$ cat src/rtl/bin2bcd_seq.sv
// bin2bcd_seq: sequential binary-to-BCD converter (shift-and-add-3), one bit per clock.
//
// State table:
//   IDLE  | waiting for a conversion request; outputs hold the last result
//   SHIFT | double-dabble in progress, one operand bit consumed per clock
//
// Ports:
//   clk    in   single clock, rising edge
//   rst_n  in   synchronous active-low reset
//   start  in   conversion request, sampled only in IDLE
//   bin    in   unsigned binary value [WIDTH-1:0], sampled when start is accepted
//   busy   out  high while a conversion is in progress
//   done   out  one-cycle pulse when a new result is written to bcd
//   ovf    out  last accepted bin exceeded 10^DIGITS-1 (result saturated)
//   bcd    out  packed BCD result [4*DIGITS-1:0], most-significant digit on top
//
// Optional feature macro: BIN2BCD_AUTO_CONVERT_EN
//   When defined, a conversion also starts automatically in IDLE whenever bin
//   differs from the value last accepted.

module bin2bcd_seq #(
  parameter int WIDTH  = 10,
  parameter int DIGITS = 3
) (
  input  logic                  clk,
  input  logic                  rst_n,
  input  logic                  start,
  input  logic [WIDTH-1:0]      bin,
  output logic                  busy,
  output logic                  done,
  output logic                  ovf,
  output logic [4*DIGITS-1:0]   bcd
);

  function automatic longint pow10(input int n);
    longint r;
    r = 1;
    for (int i = 0; i < n; i++) r = r * 10;
    return r;
  endfunction

  localparam int     BW        = 4 * DIGITS;
  localparam longint MAXV      = pow10(DIGITS) - 1;
  localparam int     MAXV_BITS = $clog2(MAXV + 1);
  // Compare wide enough to hold both bin and MAXV without truncation.
  localparam int     CW        = (WIDTH > MAXV_BITS) ? WIDTH : MAXV_BITS;
  localparam int     CNT_W     = $clog2(WIDTH + 1);

  typedef enum logic {IDLE, SHIFT} state_t;

  state_t             state;
  logic [WIDTH-1:0]   operand;
  logic [BW-1:0]      scratch;
  logic [CNT_W-1:0]   count;
  logic               pending_ovf;

  logic [CW-1:0]      bin_ext;
  logic [CW-1:0]      maxv_c;
  logic               over;
  logic [WIDTH-1:0]   bin_sat;
  logic [BW-1:0]      scratch_adj;
  logic [BW-1:0]      scratch_shift;
  logic               trigger;

  assign bin_ext = CW'(bin);
  assign maxv_c  = CW'(MAXV);
  assign over    = (bin_ext > maxv_c);
  // When over is possible, MAXV fits in WIDTH bits, so the truncation is lossless.
  assign bin_sat = over ? WIDTH'(maxv_c) : bin;

  // Per-nibble add-3 correction; nibbles never carry into each other.
  always_comb begin
    scratch_adj = scratch;
    for (int i = 0; i < DIGITS; i++) begin
      if (scratch[4*i +: 4] >= 4'd5)
        scratch_adj[4*i +: 4] = scratch[4*i +: 4] + 4'd3;
    end
  end

  assign scratch_shift = {scratch_adj[BW-2:0], operand[WIDTH-1]};

`ifdef BIN2BCD_AUTO_CONVERT_EN
  logic [WIDTH-1:0] last_bin;

  assign trigger = start | (bin != last_bin);

  always_ff @(posedge clk) begin
    if (!rst_n)
      last_bin <= '0;
    else if (state == IDLE && trigger)
      last_bin <= bin;
  end
`else
  assign trigger = start;
`endif

  always_ff @(posedge clk) begin
    if (!rst_n) begin
      state       <= IDLE;
      busy        <= 1'b0;
      done        <= 1'b0;
      ovf         <= 1'b0;
      bcd         <= '0;
      operand     <= '0;
      scratch     <= '0;
      count       <= '0;
      pending_ovf <= 1'b0;
    end else begin
      done <= 1'b0;
      case (state)
        IDLE: begin
          if (trigger) begin
            operand     <= bin_sat;
            pending_ovf <= over;
            scratch     <= '0;
            count       <= CNT_W'(WIDTH);
            state       <= SHIFT;
            busy        <= 1'b1;
          end
        end
        SHIFT: begin
          scratch <= scratch_shift;
          operand <= {operand[WIDTH-2:0], 1'b0};
          count   <= count - CNT_W'(1);
          if (count == CNT_W'(1)) begin
            bcd   <= scratch_shift;
            ovf   <= pending_ovf;
            done  <= 1'b1;
            busy  <= 1'b0;
            state <= IDLE;
          end
        end
        default: begin
          state <= IDLE;
          busy  <= 1'b0;
        end
      endcase
    end
  end

endmodule

$ cat config.mk
export PLATFORM = sky130hd
export DESIGN_NAME = bin2bcd_seq
export DESIGN_NICKNAME = d
export VERILOG_FILES = /design/src/rtl/bin2bcd_seq.sv
export SDC_FILE = /design/constraint.sdc
export NUM_CORES = 1
export LEC_CHECK = 0
export CORE_ASPECT_RATIO = 0.9
export CORE_MARGIN = 2
export CORE_UTILIZATION = 57
export CTS_CLUSTER_SIZE = 16
export DETAILED_ROUTE_END_ITERATION = 12
export PLACE_DENSITY = 0.93
export SYNTH_ARGS = -nofsm -noshare
export SYNTH_HDL_FRONTEND = slang
export SYNTH_SLANG_ARGS = --single-unit
$ cat constraint.sdc
create_clock -name clk -period 3.9 [get_ports clk]
set_clock_uncertainty 0.2 [all_clocks]
set_input_delay 0.78 -clock clk [delete_from_list [all_inputs] [get_ports clk]]
set_output_delay 0.78 -clock clk [all_outputs]
set_load 0.01 [all_outputs]
==> impl_metrics.toml <==
[outcome]
status = "finished, final reports clean"

[layout]
nets = 245
layout-drive-gt1-share_pct = 8.44
multi_input_area_sq_um = 950
area.growth.synth_to_final_pct = 19.9
regArea_sq_um = 861
diodes = 0
fill_cells = 255
fin_util_pct = 69.9

[clock_network]
cts_buffers = 5
clk_latency_ps = 300
cts.hold.buffers_added = 0
clockBufferDepth = 2
htree_levels = 2
postCtsSetupBuffers = 0
clock-sinks = 43
root_buffer = "clkbuf_8"
cts_tree = "built"
clk_pin_slew_ps = 80
cts-resized-gates = 0

[pwr]
sw_frac_of_total_pct = 22.7
pwr-share-clk_pct = 39.7
total_power_uw = 900
p_per_area_nw_per_um2 = 390
p_seq_share_pct = 51.2
power_switching_uw = 205
p_leak_nw = 0.808
combPwrFrac_pct = 9.0
internal_power_uw = 695
peakVddDrop_uv = 327

[die]
fp.dieArea_sq_um = 3860
die_y_um = 59.2
num_io_pins = 28
rows = 20
core_area_sq_um = 3300
start_util_pct = 58.3
die_w_um = 65.3

[global_route]
grt_usage_pct = 22.2
gr-total-overflow = 0
grt_start_max_net_pins = 45
grt_pass1_vias = 1385
grt_first_pass_wirelength_um = 6440
antenna_found_initial = 0

[synth]
yosysWarnings = 0
synth_cell_types = 32
syn_inst = 201
ys_ff_latch = 43
syn_nets = 222
avgSynthCellArea_sq_um = 9.59
ys_seq_area_share_pct = 44.7
netlist_area_sq_um = 1930
async_flop_share_pct = 0
synthFlopType = "dfxtp_1"
synth_edf_count = 0

[timing]
slew_violations = 0
fin_hold_ws_ps = 266
relSlewSlack_pct = 50.2
tightest_slew_ps = 745
hold_violations = 0
fin_crit_ps = 2420
setup_violations = 0
rsz0062_at_grt = "false"
fin_tns_setup_ps = 0
fmax_mhz = 412
finalCritPeriodShare_pct = 62.2

[placed_design]
place_congestion = 0.833
dp_hpwl_um = 2550
io_buffer_count = 27

[flow_run]
maxCapViolations = 0

[worst_setup_path]
worst_ep_required_time_ps = 3860
end_kind = "register"
cp_max_fo = 17
cp.arrival_ps = 2380
critPathKind = "primary input to register"
start_kind = "primary input"

[route]
vias_per_cell = 5.66
drt_drc_violations_left = 0
first_pass_iters = 4
avgRoutedWirePerCell_um = 14.2
antenna_left = 0
drtIter0Drc = 80
drt_wl_total_um = 3820
vias = 1523

[worst_hold_path]
hp-class = "register to register"
[through the flow]
step,area (sq um),setup WS (ps),std cells
3_5_place_dp,2190,1170,261
5_1_grt,2310,1370,269
3_3_place_gp,2190,1220,261
4_1_cts,2310,1490,269
6_report,2310,1480,269
2_1_floorplan,1930,2090,201
[cells in the final DEF (no fill, tap or decap), types with 2 or more instances in the layout]
cell type,instances
dfxtp_1,43
nor2b_1,2
mux2_2,6
inv_1,13
mux2i_1,8
o21ai_0,6
nand3_1,5
nand2_1,3
clkbuf_8,6
nor3_1,4
a22o_1,2
a21oi_1,25
ha_1,8
o32ai_1,8
clkdlybuf4s50_1,27
o2bb2ai_1,11
xnor2_1,3
nand2b_1,5
nor3b_1,10
nor2_1,16
[logic make-up (layout without fill, tap and decap cells)]
group	Yosys count	after routing	share of synthesized area, %
simple gates	50	50	14.4
compound gates	58	58	20.6
mux	14	14	7.66
xor+xnor	3	3	1.36
buf+inv	25	49	6.04
flops	43	43	44.7
fa+ha+maj	8	8	5.20
[routing by layer]
metal	up-vias	global-route usage, %	routed length [um]
li1	763	-	-
met1	722	29.2	1860
met2	34	34.7	1750
met3	4	6.27	171
met4	0	9.23	31
met5	-	0	0
[Yosys cell counts (2+ instances only)]
master,number,area [sq um]
nor2b_1,2,12.5
clkbuf_1,2,7.51
buf_2,6,30.0
mux2i_1,8,80.1
buf_4,4,30.0
xnor2_1,3,26.3
dfxtp_1,43,861
a21oi_1,25,125
nand3_1,5,25.0
nor3_1,4,20.0
o21ai_0,6,30.0
nand2_1,3,11.3
nor2_1,16,60.1
nor3b_1,10,75.1
o2bb2ai_1,11,96.3
ha_1,8,100
inv_1,13,48.8
o32ai_1,8,70.1
a22o_1,2,17.5
nand2b_1,5,31.3
mux2_2,6,67.6
[final timing paths]
| check | from | to | slack [ps] | cells after the start |
|---|---|---|---|---|
| worst max register to register | state | ovf | 1960 | 6 |
| worst min register to register | bcd[7] | bcd[7] | 270 | 1 |
| worst min-delay path | bcd[7] | bcd[7] | 270 | 1 |
| worst max-delay path | start | operand[1] | 1480 | 4 |
[layout make-up]
type	instances	share of cell area, %
Clock buffer	6	3.58
Inverter	13	2.11
Multi-Input combinational cell	133	41.1
Tap cell	44	2.38
Clock inverter	2	1.52
Sequential cell	43	37.3
Timing Repair Buffer	28	12.0
[power by group through the flow]
stage / Sequential [mW] / Combinational (mW) / Clock (mW)
floorplan: 0.469 / 0.0582 / 0
detailed placement: 0.471 / 0.0800 / 0
CTS: 0.461 / 0.0810 / 0.359
global route: 0.463 / 0.0903 / 0.380
finish: 0.461 / 0.0814 / 0.358
global placement: 0.471 / 0.0781 / 0
[state kept, by name, indices dropped and copies added (netlist names)]
| name | count |
|---|---|
| count | 4 |
| state | 1 |
| ovf | 1 |
| done | 1 |
| operand | 10 |
| pending_ovf | 1 |
| busy | 1 |
| scratch | 12 |
| bcd | 12 |
[worst max-delay path, cell delays in order]
cell and delay (ps):
clkdlybuf4s50_1 950, mux2_2 410, mux2i_1 150, a21oi_1 80
Power figures use the tool's default switching activity.
